--- config.mk ---
export PLATFORM = sky130hd
export DESIGN_NAME = switch_status_display
export DESIGN_NICKNAME = d
export VERILOG_FILES = /design/src/rtl/switch_status_display.sv
export SDC_FILE = /design/constraint.sdc
export NUM_CORES = 1
export LEC_CHECK = 0
export BUFFER_PORTS_ARGS = -buffer_cell sky130_fd_sc_hd__buf_2
export CAP_MARGIN = 10
export CELL_PAD_IN_SITES_DETAIL_PLACEMENT = 1
export CELL_PAD_IN_SITES_GLOBAL_PLACEMENT = 1
export CORE_ASPECT_RATIO = 0.75
export CORE_MARGIN = 5
export CORE_UTILIZATION = 50
export DETAILED_ROUTE_END_ITERATION = 10
export GPL_ROUTABILITY_DRIVEN = 0
export GPL_TIMING_DRIVEN = 0
export HOLD_SLACK_MARGIN = 0.12
export PLACE_DENSITY = 0.88
export SLEW_MARGIN = 20
export SYNTH_ARGS = -nofsm -noshare
export SYNTH_HDL_FRONTEND = slang
export SYNTH_SLANG_ARGS = --single-unit
export TNS_END_PERCENT = 100
--- constraint.sdc ---
create_clock -name CLOCK_50 -period 6.8 [get_ports CLOCK_50]
set_clock_uncertainty 0.2 [all_clocks]
set_input_delay 1.36 -clock CLOCK_50 [delete_from_list [all_inputs] [get_ports CLOCK_50]]
set_output_delay 1.36 -clock CLOCK_50 [all_outputs]
set_load 0.05 [all_outputs]
--- src/rtl/switch_status_display.sv ---
`timescale 1ns / 1ps
// switch_status_display
// Per-channel slide-switch monitor. Each switch goes through a 2-flop
// synchroniser and a debouncer. Its stable level drives one LED. One
// 7-segment digit shows the level, or a 4-bit toggle count when MODE is
// high. The digit's decimal point flashes for a while after every
// accepted change. All outputs are registered.
module switch_status_display #(
  parameter int N_CH            = 6,
  parameter int DEBOUNCE_CYCLES = 500000,
  parameter int FLASH_CYCLES    = 25000000
) (
  input  logic                CLOCK_50,
  input  logic                RESET_N,
  input  logic [N_CH-1:0]     SW,
  input  logic                MODE,
  output logic [N_CH-1:0]     LEDR,
  output logic [8*N_CH-1:0]   HEX
);

  localparam int CNT_W = (DEBOUNCE_CYCLES > 2) ? $clog2(DEBOUNCE_CYCLES) : 1;
  localparam int FL_W  = (FLASH_CYCLES > 1) ? $clog2(FLASH_CYCLES + 1) : 1;

  localparam logic [CNT_W-1:0] CNT_LAST = CNT_W'(DEBOUNCE_CYCLES - 1);
  localparam logic [FL_W-1:0]  FL_LOAD  = FL_W'(FLASH_CYCLES);

  // Active-low segment pattern (g..a) for a hex digit, DP excluded.
  function automatic logic [6:0] seg7(input logic [3:0] v);
    seg7 = 7'h7F;
    case (v)
      4'h0: seg7 = 7'h40;
      4'h1: seg7 = 7'h79;
      4'h2: seg7 = 7'h24;
      4'h3: seg7 = 7'h30;
      4'h4: seg7 = 7'h19;
      4'h5: seg7 = 7'h12;
      4'h6: seg7 = 7'h02;
      4'h7: seg7 = 7'h78;
      4'h8: seg7 = 7'h00;
      4'h9: seg7 = 7'h10;
      4'hA: seg7 = 7'h08;
      4'hB: seg7 = 7'h03;
      4'hC: seg7 = 7'h46;
      4'hD: seg7 = 7'h21;
      4'hE: seg7 = 7'h06;
      4'hF: seg7 = 7'h0E;
    endcase
  endfunction

  // Full digit byte: bit 7 is the active-low decimal point.
  function automatic logic [7:0] digit_code(input logic [3:0] v, input logic dp_on);
    digit_code = {~dp_on, seg7(v)};
  endfunction

  // Synchroniser stages
  logic [N_CH-1:0] sw_meta_q, sw_sync_q;
  logic            mode_meta_q, mode_sync_q;

  // Per-channel debounce, toggle count and flash state
  logic [N_CH-1:0]             stable_q, stable_d;
  logic [N_CH-1:0]             change;
  logic [N_CH-1:0][CNT_W-1:0]  db_cnt_q, db_cnt_d;
  logic [N_CH-1:0][3:0]        tog_cnt_q, tog_cnt_d;
  logic [N_CH-1:0][FL_W-1:0]   flash_q, flash_d;

  // Output registers
  logic [N_CH-1:0]   led_q, led_d;
  logic [8*N_CH-1:0] hex_q, hex_d;

  // Two-flop synchronisers for the asynchronous switch and mode inputs.
  // NOTE: clocked state uses non-blocking assignments so every flop samples
  // pre-edge values; blocking here would collapse the chain into one stage.
  always_ff @(posedge CLOCK_50 or negedge RESET_N) begin
    if (!RESET_N) begin
      sw_meta_q   <= '0;
      sw_sync_q   <= '0;
      mode_meta_q <= 1'b0;
      mode_sync_q <= 1'b0;
    end else begin
      sw_meta_q   <= SW;
      sw_sync_q   <= sw_meta_q;
      mode_meta_q <= MODE;
      mode_sync_q <= mode_meta_q;
    end
  end

  // Debounce: count consecutive clocks the synchronised input disagrees
  // with the stable level; accept the new level on the last count.
  always_comb begin
    // NOTE: every variable gets a default before any branch so no path
    // leaves it unassigned, which would otherwise infer a latch.
    stable_d = stable_q;
    change   = '0;
    db_cnt_d = '0;
    for (int i = 0; i < N_CH; i++) begin
      if (sw_sync_q[i] != stable_q[i]) begin
        if (db_cnt_q[i] == CNT_LAST) begin
          stable_d[i] = sw_sync_q[i];
          change[i]   = 1'b1;
        end else begin
          db_cnt_d[i] = db_cnt_q[i] + 1'b1;
        end
      end
    end
  end

  // Event bookkeeping: bump the wrapping toggle count and (re)start the
  // flash timer on a stable change; otherwise the timer runs down to zero.
  always_comb begin
    tog_cnt_d = tog_cnt_q;
    flash_d   = flash_q;
    for (int i = 0; i < N_CH; i++) begin
      if (change[i]) begin
        tog_cnt_d[i] = tog_cnt_q[i] + 4'd1;
        flash_d[i]   = FL_LOAD;
      end else if (flash_q[i] != '0) begin
        flash_d[i] = flash_q[i] - 1'b1;
      end
    end
  end

  // Next output values from the registered channel state and mode.
  always_comb begin
    led_d = stable_q;
    hex_d = '1;
    for (int i = 0; i < N_CH; i++) begin
      hex_d[8*i +: 8] = digit_code(mode_sync_q ? tog_cnt_q[i] : {3'b000, stable_q[i]},
                                   flash_q[i] != '0);
    end
  end

  // Channel state registers.
  always_ff @(posedge CLOCK_50 or negedge RESET_N) begin
    if (!RESET_N) begin
      stable_q  <= '0;
      db_cnt_q  <= '0;
      tog_cnt_q <= '0;
      flash_q   <= '0;
    end else begin
      stable_q  <= stable_d;
      db_cnt_q  <= db_cnt_d;
      tog_cnt_q <= tog_cnt_d;
      flash_q   <= flash_d;
    end
  end

  // Output registers; digits reset to blank rather than to a drawn '0'.
  // NOTE: every register in this block has an explicit reset value, so the
  // board never shows stale or random segments coming out of reset.
  always_ff @(posedge CLOCK_50 or negedge RESET_N) begin
    if (!RESET_N) begin
      led_q <= '0;
      hex_q <= '1;
    end else begin
      led_q <= led_d;
      hex_q <= hex_d;
    end
  end

  assign LEDR = led_q;
  assign HEX  = hex_q;

endmodule

* Word level (Yosys, flattened, before mapping) *
Memories as Yosys holds them, arrays and structs flattened. A register that Yosys moved wholly into a read port is not among the register bits.
Index checks and enable logic that the tools add are counted.

storage, ports and cells
  register bits = 362
  bits in latches = 0
  RAM bits = 0
  ROM bits = 672
  input port bits = 9
  output and inout bits = 54
  logic and storage cells = 138
  memories kept = 6

memories
  name              depth  width  rd ports  clocked after Yosys merged registers in  write ports  RTL line  text
  (name not given)  16     7      1         1                                        0            30        case (v)
  (name not given)  16     7      1         1                                        0            30
  (name not given)  16     7      1         1                                        0            30
  (name not given)  16     7      1         1                                        0            30
  (name not given)  16     7      1         1                                        0            30
  (name not given)  16     7      1         1                                        0            30

cells by class
  add/sub/neg operators = 18
  $mul = 0
  div/mod/pow operators = 0
  $lt $le $gt $ge = 0
  eq/ne operators = 12
  shifts and indexed selects = 0
  multiplexer cells = 42
  bitwise operators = 6
  reduce and logical (&&, ||, !) cells = 24

operators by type and width
  kind                   count
  $mux 25                12
  $mux 19                12
  $reduce_bool 25->1     6
  $sub 25x1->25 const B  6
  $add 19x1->19 const B  6
  $eq 19x19->1 const B   6
  $add 4x1->4 const B    6
  $mux 4                 6
  $mux 1                 12
  $reduce_and 2->1       6
  $reduce_bool 2->1      6
  $logic_not 1->1        6
  $ne 1x1->1             6
  $not 1->1              6

* Depth between registers and ports, before layout *
  depth after elaboration = 4
  mapped depth = 9
  gate-level depth less buffers = 8

* Least setup slack after synthesis *
No wires, ideal clock.

  kind = register to register
  from = register flash_q[59] (netlist name)
  to = register flash_q[51] (netlist name)
  setup time = 0.072 ns
  arrival time = 2.230 ns
  required time = 6.528 ns
  slack = 4.298 ns
  stages on the path, launching flop included = 8
  buffers on the path = 2
  period minus slack after synthesis = 2.502 ns
  path through = dfrtp_1 > or4_1 > clkbuf_1 > or4_1 > buf_2 > nor3_4 > mux2_1 > nor2_1

on the way
  cells in the longest elaborated chain, start to end = 2

RTL lines
  what                         RTL line  text
  from (decl)                  64        logic [N_CH-1:0][FL_W-1:0] flash_q, flash_d;
  from (signal assigned)       143       flash_q <= flash_d;
  $reduce_bool 25->1           116       end else if (flash_q[i] != '0) begin
  $reduce_bool 2->1 (no line)  n/a

Every way passes these cells.
A chain may end at the register's enable or synchronous reset.

* Worst setup path in the final report *
  from = register mode_sync_q
  to = register hex_q[19], in the netlist HEX[19]

on the way
  cells in the longest elaborated chain, start to end = 1

RTL lines
  what                    RTL line  text
  from (decl)             57        logic mode_meta_q, mode_sync_q;
  from (signal assigned)  83        mode_sync_q <= mode_meta_q;
  $mux 4                  127       hex_d[8*i +: 8] = digit_code(mode_sync_q ? tog_cnt_q[i] : {3'b000, stable_q[i]},
  to (decl)               68        logic [8*N_CH-1:0] hex_q, hex_d;

Every way passes these cells.

==> flow_summary.json <==
{
  "synthSimpleGateAreaFrac": 0.241,
  "worstHoldPathType": "flop to flop",
  "setup_slack_ns": 3.48,
  "arrival_ns": 3.54,
  "async_reset_ff_frac": 1.00,
  "cts_setup_buffers": 0,
  "cts_tree": "yes",
  "busiest_layer": "met2",
  "antenna_found_initial": 0,
  "worst_hold_slack_ns": 0.149,
  "ys.flop_type": "dfrtp_1",
  "grtUsageMet1": 0.336,
  "drv_slew": 0,
  "r2r_slack_ns": 3.48,
  "pre_cts_ws_ns": 3.53,
  "critPathCaptureType": "flop",
  "p_per_area_mw_per_mm2": 221,
  "vias_per_cell": 5.88,
  "setup.worst_path.class": "flop to flop",
  "drc": 0,
  "synth_top_cell_by_area": "dfrtp_1",
  "ctsResizeCount": 0,
  "setup_viol": 0,
  "io_buffers": 62,
  "floorplan.initialDensity": 0.511,
  "outcome": "completed",
  "cts_root_buf": "clkbuf_16",
  "syn_area_per_cell_um2": 9.75,
  "crit_fanout": 10,
  "synth_edf_count": 0,
  "die_height_um": 176,
  "grt_setup_unrepaired": "false",
  "sw_frac_of_total": 0.220,
  "p_sw_mw": 1.01,
  "synth_area_leaders": "dfrtp_1, dfstp_2, nor2_1, xnor2_1, xor2_1",
  "power_frac_clock": 0.505,
  "power_mw": 4.61,
  "final_cell_mix": "dfrtp_1, nor2_1, nand2_1, xnor2_1, xor2_1",
  "clkLatencyLatePin_ns": 0.55,
  "diodes": 0,
  "hold_buffers": 0,
  "coreArea_mm2": 0.0361,
  "maxSlewHeadroom": 0.369,
  "layout-drive-gt1-share": 0.117,
  "combPwrFrac": 0.022,
  "yosysTopAreaCellShare": 0.426,
  "use_met3": 0.0323,
  "rows": 60,
  "grt_usage": 0.251,
  "ios": 63,
  "seq_area_frac_synth": 0.495,
  "p_leak_nw": 9.82,
  "grt_pass1_wl_mm": 85.3,
  "yosys_warnings": 0,
  "grt_pass1_vias": 16260,
  "cts_sinks": 362,
  "pwr-share-seq": 0.473,
  "post-dp-hpwl_mm": 34.0,
  "synth.distinct_cells": 73,
  "p_int_mw": 3.60,
  "grt_use_met2": 0.433,
  "vias": 14835,
  "numCtsBuffers": 38,
  "ant_nets": 0,
  "synthAdderAreaFrac": 0.0407,
  "vdd_drop_max_v": 0.000158,
  "final_cell_area_mm2": 0.0209,
  "first_pass_iters": 5,
  "totalWireLength_mm": 50.9,
  "die_w_um": 232,
  "dp_cells": 2454,
  "synth-xor-area-share": 0.0955,
  "yosys_register_bits": 362,
  "final_common_cell": "dfrtp_1",
  "synth_mux_area_frac": 0.0155,
  "hold_viol": 0,
  "htreeDepth": 2,
  "worstMarginPinSlew_ns": 0.940,
  "crit_required_ns": 7.03,
  "final_net_count": 2067,
  "grt-ovfl-total": 0,
  "synth_compound_area_frac": 0.0871,
  "fmax_ghz": 0.302,
  "min_period_ns": 3.32,
  "start_kind": "flop",
  "maxCapViolCount": 0,
  "clockBufferDepth": 3,
  "fillCellCount": 4018,
  "dpl_cell_area_mm2": 0.0195,
  "synth_top_family_by_area": "simple AND/OR/NAND/NOR gates",
  "layoutNonFillerInstCount": 2524,
  "area_growth_pct": 13.4,
  "drtIter0Drc": 1154,
  "path_clk_slew_ns": 0.07,
  "syn_area_mm2": 0.0184,
  "wire_per_inst_um": 20.2,
  "synthCells": 1892,
  "die_area_mm2": 0.0409,
  "grt_max_degree": 103,
  "syn-num-nets": 1961,
  "period_share": 0.488
}
[stage by stage]
step	setup TNS, ns	util
finish	0	0.579
detailed placement	0	0.540
global route	0	0.579
global placement	-896.61	0.536
CTS	0	0.579
floorplan	0	-
[registers in the layout (all words and copies together), names as in the netlist]
name         cells
sw_meta_q        6
sw_sync_q        6
tog_cnt_q       24
mode_sync_q      1
flash_q        150
led_d            6
db_cnt_q       114
HEX             48
LEDR             6
mode_meta_q      1
[Yosys cell counts, types with 5 or more instances]
cell	instances
or3_1	33
a2111oi_0	7
nand2_1	177
a211oi_1	11
o311ai_0	8
o21ai_0	53
or2_2	13
or4_1	33
nor4_1	36
nor2b_1	10
and3_1	21
xnor2_1	102
o22ai_1	15
and4_1	16
o211ai_1	12
inv_1	54
nor4b_1	10
dfstp_2	48
a21oi_1	65
nor3_1	51
ha_1	60
nor2_1	270
a31oi_1	11
mux2i_1	15
dfrtp_1	314
nand2b_1	15
nor4_2	9
mux2_2	10
o21ai_1	17
nand3b_1	7
nand3_1	74
o31ai_1	20
nand4_1	51
xor2_1	99
clkbuf_1	54
and2_1	11
buf_2	5
[power by group through the flow]
stage / Combinational, mW / Clock [mW] / Sequential [mW]
2_1_floorplan: 0.0320 / 0 / 2.22
3_3_place_gp: 0.0903 / 0 / 2.22
3_5_place_dp: 0.104 / 0 / 2.22
4_1_cts: 0.106 / 2.37 / 2.18
5_1_grt: 0.117 / 2.47 / 2.18
6_report: 0.102 / 2.33 / 2.18
[worst paths after layout]
| check | cells after the start | to | startpoint |
|---|---|---|---|
| min in group asynchronous | 1 | flash_q[86] | RESET_N |
| worst max-delay path | 7 | HEX[19] | mode_sync_q |
| worst max register to register | 7 | HEX[19] | mode_sync_q |
| max in group asynchronous | 3 | HEX[7] | RESET_N |
| worst min register to register | 0 | sw_sync_q[5] | sw_meta_q[5] |
| worst min-delay path | 0 | sw_sync_q[5] | sw_meta_q[5] |
[routing by layer]
| metal | vias to the layer above | wire (um) |
|---|---|---|
| met5 | - | 0 |
| met4 | 0 | 1350 |
| met3 | 101 | 1670 |
| met2 | 271 | 25400 |
| met1 | 7591 | 22500 |
| li1 | 6872 | - |
[kinds of logic after synthesis]
| kind of cell | after synthesis |
|---|---|
| AND/OR/NAND/NOR | 867 |
| XOR/XNOR | 201 |
| buffers and inverters | 121 |
| AO/OA/AOI/OAI | 254 |
| adder cells (fa/ha/maj) | 60 |
| multiplexers | 27 |
| flip-flops | 362 |
[final cells by class]
type,count,area [um^2],area share
clock inverters,20,272,0.0130
plain buffers,65,265,0.0127
inverters,56,210,0.0101
multi-input cells,1409,8850,0.424
well taps,496,621,0.0297
clock buffers,50,1130,0.0541
repair buffers,66,430,0.0206
flip-flops and latches,362,9120,0.436
[critical path, cell delays in order, from the launching register on]
cell and delay [ns]:
dfrtp_1 0.38, buf_1 0.70, clkbuf_1 0.65, nand2_1 0.27, ha_1 0.39, o21ai_0 0.18, a22oi_1 0.11, o21ai_0 0.32
Note: power is estimated with default switching activity, not from simulation.
